===== src/rtl/ripple_fx_seq.sv =====
// Three-ring ripple animation: frame-stepped ring sequencer with linear per-ring fade,
// plus a one-cycle pixel path that maps zone flags to a brightness level.
module ripple_fx_seq #(
  parameter int unsigned STEP_FRAMES = 4,
  parameter logic [7:0]  PEAK        = 8'd255,
  parameter logic [7:0]  DECAY_STEP  = 8'd32
) (
  input  logic       clk,
  input  logic       rst_n,
  input  logic       trigger,
  input  logic       frame_start,
  input  logic       pix_valid,
  input  logic       judge1,
  input  logic       judge2,
  input  logic       judge3,
  output logic [7:0] bright,
  output logic       bright_valid,
  output logic       busy,
  output logic [1:0] ring_idx
);

  localparam int unsigned CntW = $clog2(STEP_FRAMES + 1);
  localparam logic [CntW-1:0] CntLast = CntW'(STEP_FRAMES - 1);

  typedef enum logic [2:0] {StIdle, StR1, StR2, StR3, StTail} state_e;

  state_e          state_q, state_d;
  logic [CntW-1:0] cnt_q, cnt_d;
  logic [7:0]      lvl1_q, lvl1_d, lvl2_q, lvl2_d, lvl3_q, lvl3_d;
  logic [7:0]      dec1, dec2, dec3;
  logic [7:0]      bright_d;
  logic [1:0]      ring_idx_d;
  logic            counted;

  function automatic logic [7:0] sat_dec(input logic [7:0] v);
    return (v > DECAY_STEP) ? v - DECAY_STEP : 8'd0;
  endfunction

  assign dec1    = sat_dec(lvl1_q);
  assign dec2    = sat_dec(lvl2_q);
  assign dec3    = sat_dec(lvl3_q);
  assign counted = frame_start && !trigger && (state_q != StIdle);

  always_comb begin
    state_d = state_q;
    cnt_d   = cnt_q;
    lvl1_d  = lvl1_q;
    lvl2_d  = lvl2_q;
    lvl3_d  = lvl3_q;
    if (trigger) begin
      // Restart wins over any same-cycle frame pulse; other rings keep fading later.
      state_d = StR1;
      cnt_d   = '0;
      lvl1_d  = PEAK;
    end else if (counted) begin
      unique case (state_q)
        StR1: begin
          if (cnt_q == CntLast) begin
            state_d = StR2;
            cnt_d   = '0;
          end else begin
            cnt_d = cnt_q + CntW'(1);
          end
        end
        StR2: begin
          if (cnt_q == CntLast) begin
            state_d = StR3;
            cnt_d   = '0;
          end else begin
            cnt_d = cnt_q + CntW'(1);
          end
        end
        StR3: begin
          if (cnt_q == CntLast) begin
            state_d = StTail;
            cnt_d   = '0;
          end else begin
            cnt_d = cnt_q + CntW'(1);
          end
        end
        StTail: begin
          if (dec1 == 8'd0 && dec2 == 8'd0 && dec3 == 8'd0) state_d = StIdle;
        end
        default: ;
      endcase
      lvl1_d = (state_d == StR1) ? PEAK : dec1;
      lvl2_d = (state_d == StR2) ? PEAK : dec2;
      lvl3_d = (state_d == StR3) ? PEAK : dec3;
    end
  end

  always_comb begin
    unique case (state_d)
      StR1:    ring_idx_d = 2'd1;
      StR2:    ring_idx_d = 2'd2;
      StR3:    ring_idx_d = 2'd3;
      default: ring_idx_d = 2'd0;
    endcase
  end

  always_comb begin
    bright_d = 8'd0;
    if (pix_valid) begin
      if (judge1)      bright_d = lvl1_q;
      else if (judge2) bright_d = lvl2_q;
      else if (judge3) bright_d = lvl3_q;
    end
  end

  always_ff @(posedge clk or negedge rst_n) begin
    if (!rst_n) begin
      state_q      <= StIdle;
      cnt_q        <= '0;
      lvl1_q       <= 8'd0;
      lvl2_q       <= 8'd0;
      lvl3_q       <= 8'd0;
      bright       <= 8'd0;
      bright_valid <= 1'b0;
      busy         <= 1'b0;
      ring_idx     <= 2'd0;
    end else begin
      state_q      <= state_d;
      cnt_q        <= cnt_d;
      lvl1_q       <= lvl1_d;
      lvl2_q       <= lvl2_d;
      lvl3_q       <= lvl3_d;
      bright       <= bright_d;
      bright_valid <= pix_valid;
      busy         <= (state_d != StIdle);
      ring_idx     <= ring_idx_d;
    end
  end

endmodule


===== config.mk =====
export PLATFORM = sky130hd
export DESIGN_NAME = ripple_fx_seq
export DESIGN_NICKNAME = d
export VERILOG_FILES = /design/src/rtl/ripple_fx_seq.sv
export SDC_FILE = /design/constraint.sdc
export NUM_CORES = 1
export LEC_CHECK = 0
export CORE_AREA = 2 2 78 80
export DETAILED_ROUTE_END_ITERATION = 10
export DIE_AREA = 0 0 80 82
export PLACE_DENSITY = 0.66
export SLEW_MARGIN = 20
export SYNTH_ARGS = -nofsm -noshare
export SYNTH_HDL_FRONTEND = slang
export SYNTH_SLANG_ARGS = --single-unit
export TNS_END_PERCENT = 10

===== constraint.sdc =====
create_clock -name clk -period 4.1 [get_ports clk]
set_input_delay 0.615 -clock clk [delete_from_list [all_inputs] [get_ports clk]]
set_output_delay 0.615 -clock clk [all_outputs]
set_load 0.02 [all_outputs]

==> flow_metrics.tcl <==
set metrics [dict create \
    worstSetupPathType "in -> reg" \
    startpoint "trigger" \
    final_cells 316 \
    synth_top_family_by_area "compound AO/OA/AOI/OAI gates" \
    clkLatencyLatePin_ns 0.29 \
    mostFrequentLayoutCells "42 x dfrtp_1, 21 x nand2_1, 19 x nor2_1" \
    placed_area_um2 2400 \
    ys.flop_type "dfrtp_1" \
    post_cts_buffers 0 \
    cts_resized 0 \
    start_util_pct 38.7 \
    pwr-share-comb_pct 26.8 \
    final_nets 253 \
    critical-path-max-stage-delay_ns 0.72 \
    intPower_mw 0.811 \
    ys_async_sr_fraction_pct 100 \
    cp.arrival_ns 2.62 \
    post-place-cells 309 \
    synth_mux_area_share_pct 1.80 \
    die_x_um 80 \
    crit_buf_inv 1 \
    status "complete, no violations" \
    drv_slew 0 \
    area_delta_synth_final_pct 12.8 \
    p_sw_share_pct 30.8 \
    clock_path_buffers 2 \
    reg2reg_to "busy" \
    wirelength_um 4190 \
    required_ns 4.33 \
    core_um2 5750 \
    final_common_cell "dfrtp_1" \
    dp_hpwl_um 3020 \
    root_buffer "clkbuf_8" \
    htreeDepth 2 \
    finalSetupTns_ns 0 \
    drt_iter0_drc 61 \
    synth_simple_gate_area_share_pct 19.7 \
    hold_violations 0 \
    cpMaxStageDelayCell "nor3_1" \
    synth-compound-area-share_pct 21.4 \
    first_global_vias 1561 \
    drc_errors 0 \
    cp_max_fo 12 \
    critPathTopFamily "simple AND/OR/NAND/NOR gates" \
    synth_cell_types 48 \
    diodes 0 \
    hold_buffers 0 \
    multi_input_area_um2 1030 \
    hold_slack_ns 0.451 \
    seq_area_um2 1050 \
    p_leak_nw 1.13 \
    synth-seq-area-share_pct 47.2 \
    crit_path_end "lvl2_q[3]" \
    die_y_um 82 \
    period_share_pct 58.2 \
    power_density_nw_per_um2 467 \
    design_area_um2 2510 \
    grt_usage_pct 14.0 \
    use_met2_pct 22.3 \
    holdCritPathClass "in -> async" \
    synth-seq-cells 42 \
    antenna_left 0 \
    grt_max_degree 43 \
    use_met3_pct 3.08 \
    fmax_ghz 0.419 \
    syn_avg_cell_area_um2 9.72 \
    drive_gt1_share_pct 9.13 \
    peakVddDrop_mv 0.189 \
    clock_sinks 42 \
    io_pins 20 \
    switching_power_mw 0.362 \
    firstDrtPassIters 4 \
    clk_pin_slew_worst_paths_ns 0.08 \
    critPathCaptureType "flip-flop" \
    worst_slew_pin_slew_ns 0.948 \
    fin_ws_ns 1.72 \
    synth_top_area_cell "dfrtp_1" \
    rrSetupSlack_ns 1.78 \
    synth_fa_ha_area_share_pct 2.25 \
    yosys_warnings 0 \
    synth_edf_count 0 \
    synth_area_leaders "dfrtp_1 47%, a21o_1 4.7%, a21oi_1 4.0%" \
    grt_busiest_layer "met2" \
    cap_violations 0 \
    pwr-share-seq_pct 44.8 \
    cp.depth 4 \
    post-place-ws_ns 1.46 \
    grt_pass1_wl_um 7190 \
    numPortBuffers 19 \
    crit_chain "clkdlybuf4s50_1, or2_2, nor3_1, nand2b_1" \
    num_vias 1628 \
    syn-cell-area_um2 2230 \
    syn-num-nets 241 \
    r2r_start "lvl2_q[5]" \
    rows 28 \
    p_clk_share_pct 28.5 \
    fillCellCount 569 \
    relSlewSlack_pct 36.8 \
    grt_overflow 0 \
    yosys.area.top_type_share_pct 47.2 \
    syn_inst 229 \
    numCtsBuffers 5 \
    min_period_ns 2.38 \
    setup_viol 0 \
    grt_setup_unrepaired "no" \
    viasPerCell 5.15 \
    wl_per_cell_um 13.2 \
    reg2regPathDepth 7 \
    gp_congestion 0.772 \
    antenna_found_initial 0 \
    synth_xor_area_share_pct 1.18 \
    skew_ns 0.00782 \
    setup.worst_path.start_class "input pin" \
    use_met1_pct 18.7 \
    die_area_um2 6560 \
    cts_tree "built" \
]
-- metrics by stage --
step,total power [mW],util (%)
floorplan,0.779,-
global placement,0.844,41.7
detailed placement,0.847,41.7
CTS,1.18,43.7
global route,1.25,43.7
finish,1.17,43.7
-- how the worst min path moves through the flow --
stage | cells after the start | endpoint | slack, ns | from
after floorplan | 0 | bright[0] | 0.32 | rst_n
after global routing | 1 | lvl2_q[1] | 0.54 | lvl2_q[1]
after global placement | 1 | lvl3_q[0] | 0.49 | lvl3_q[0]
after detailed placement | 1 | lvl3_q[1] | 0.50 | lvl3_q[1]
final | 1 | lvl1_q[6] | 0.45 | rst_n
after CTS | 1 | state_q[0] | 0.50 | rst_n
-- worst register-to-register path, stage by stage (launching register included) --
cell and delay [ns]:
dfrtp_1 0.54, inv_1 0.08, ha_1 0.30, or2b_2 0.32
a221oi_2 0.26, o211ai_1 0.14, o41ai_2 0.44, nand3b_1 0.12
-- flip-flops by register name, indices dropped and copies added, names as in the netlist --
name,count
bright,8
lvl1_q,8
lvl2_q,8
lvl3_q,8
cnt_q,3
state_q,3
ring_idx,2
bright_valid,1
busy,1
-- final cells by class --
class                   instances  area share (%)
clock buffers                   6            3.29
clock inverters                 1            1.20
inverters                      10            1.49
multi-input cells             163            41.1
flip-flops and latches         42            41.9
well taps                      75            3.74
repair buffers                 19            7.37
-- power groups by stage --
stage                     combinational (mW)  clock, mW  sequential, mW
final                                  0.314      0.334           0.525
after global routing                   0.354      0.360           0.535
after CTS                              0.317      0.341           0.524
after detailed placement               0.314          0           0.532
after global placement                 0.313          0           0.531
after floorplan                        0.269          0           0.510
-- cell usage after synthesis (5+ instances only) --
library cell / instances
a211oi_1: 5
a21o_1: 14
a21oi_1: 18
and2_1: 8
clkbuf_1: 6
dfrtp_1: 42
inv_1: 10
nand2_1: 21
nand2b_1: 7
nor2_1: 19
nor3_1: 5
o21ai_0: 16
-- routing by layer --
| metal | wire, um | part of all wire [%] |
|---|---|---|
| met5 | 0 | 0 |
| met1 | 2070 | 49 |
| met4 | 44 | 1.1 |
| met3 | 173 | 4.1 |
| met2 | 1900 | 45 |
-- logic make-up (layout without fill, tap and decap cells) --
kind of cell | count (synthesis) | in the layout
AND/OR/NAND/NOR | 81 | 81
multiplexers | 4 | 4
XOR/XNOR | 3 | 3
AO/OA/AOI/OAI | 71 | 71
flip-flops | 42 | 42
adder cells (fa/ha/maj) | 4 | 4
buffers and inverters | 24 | 36
Note: power is estimated with default switching activity, not from simulation.
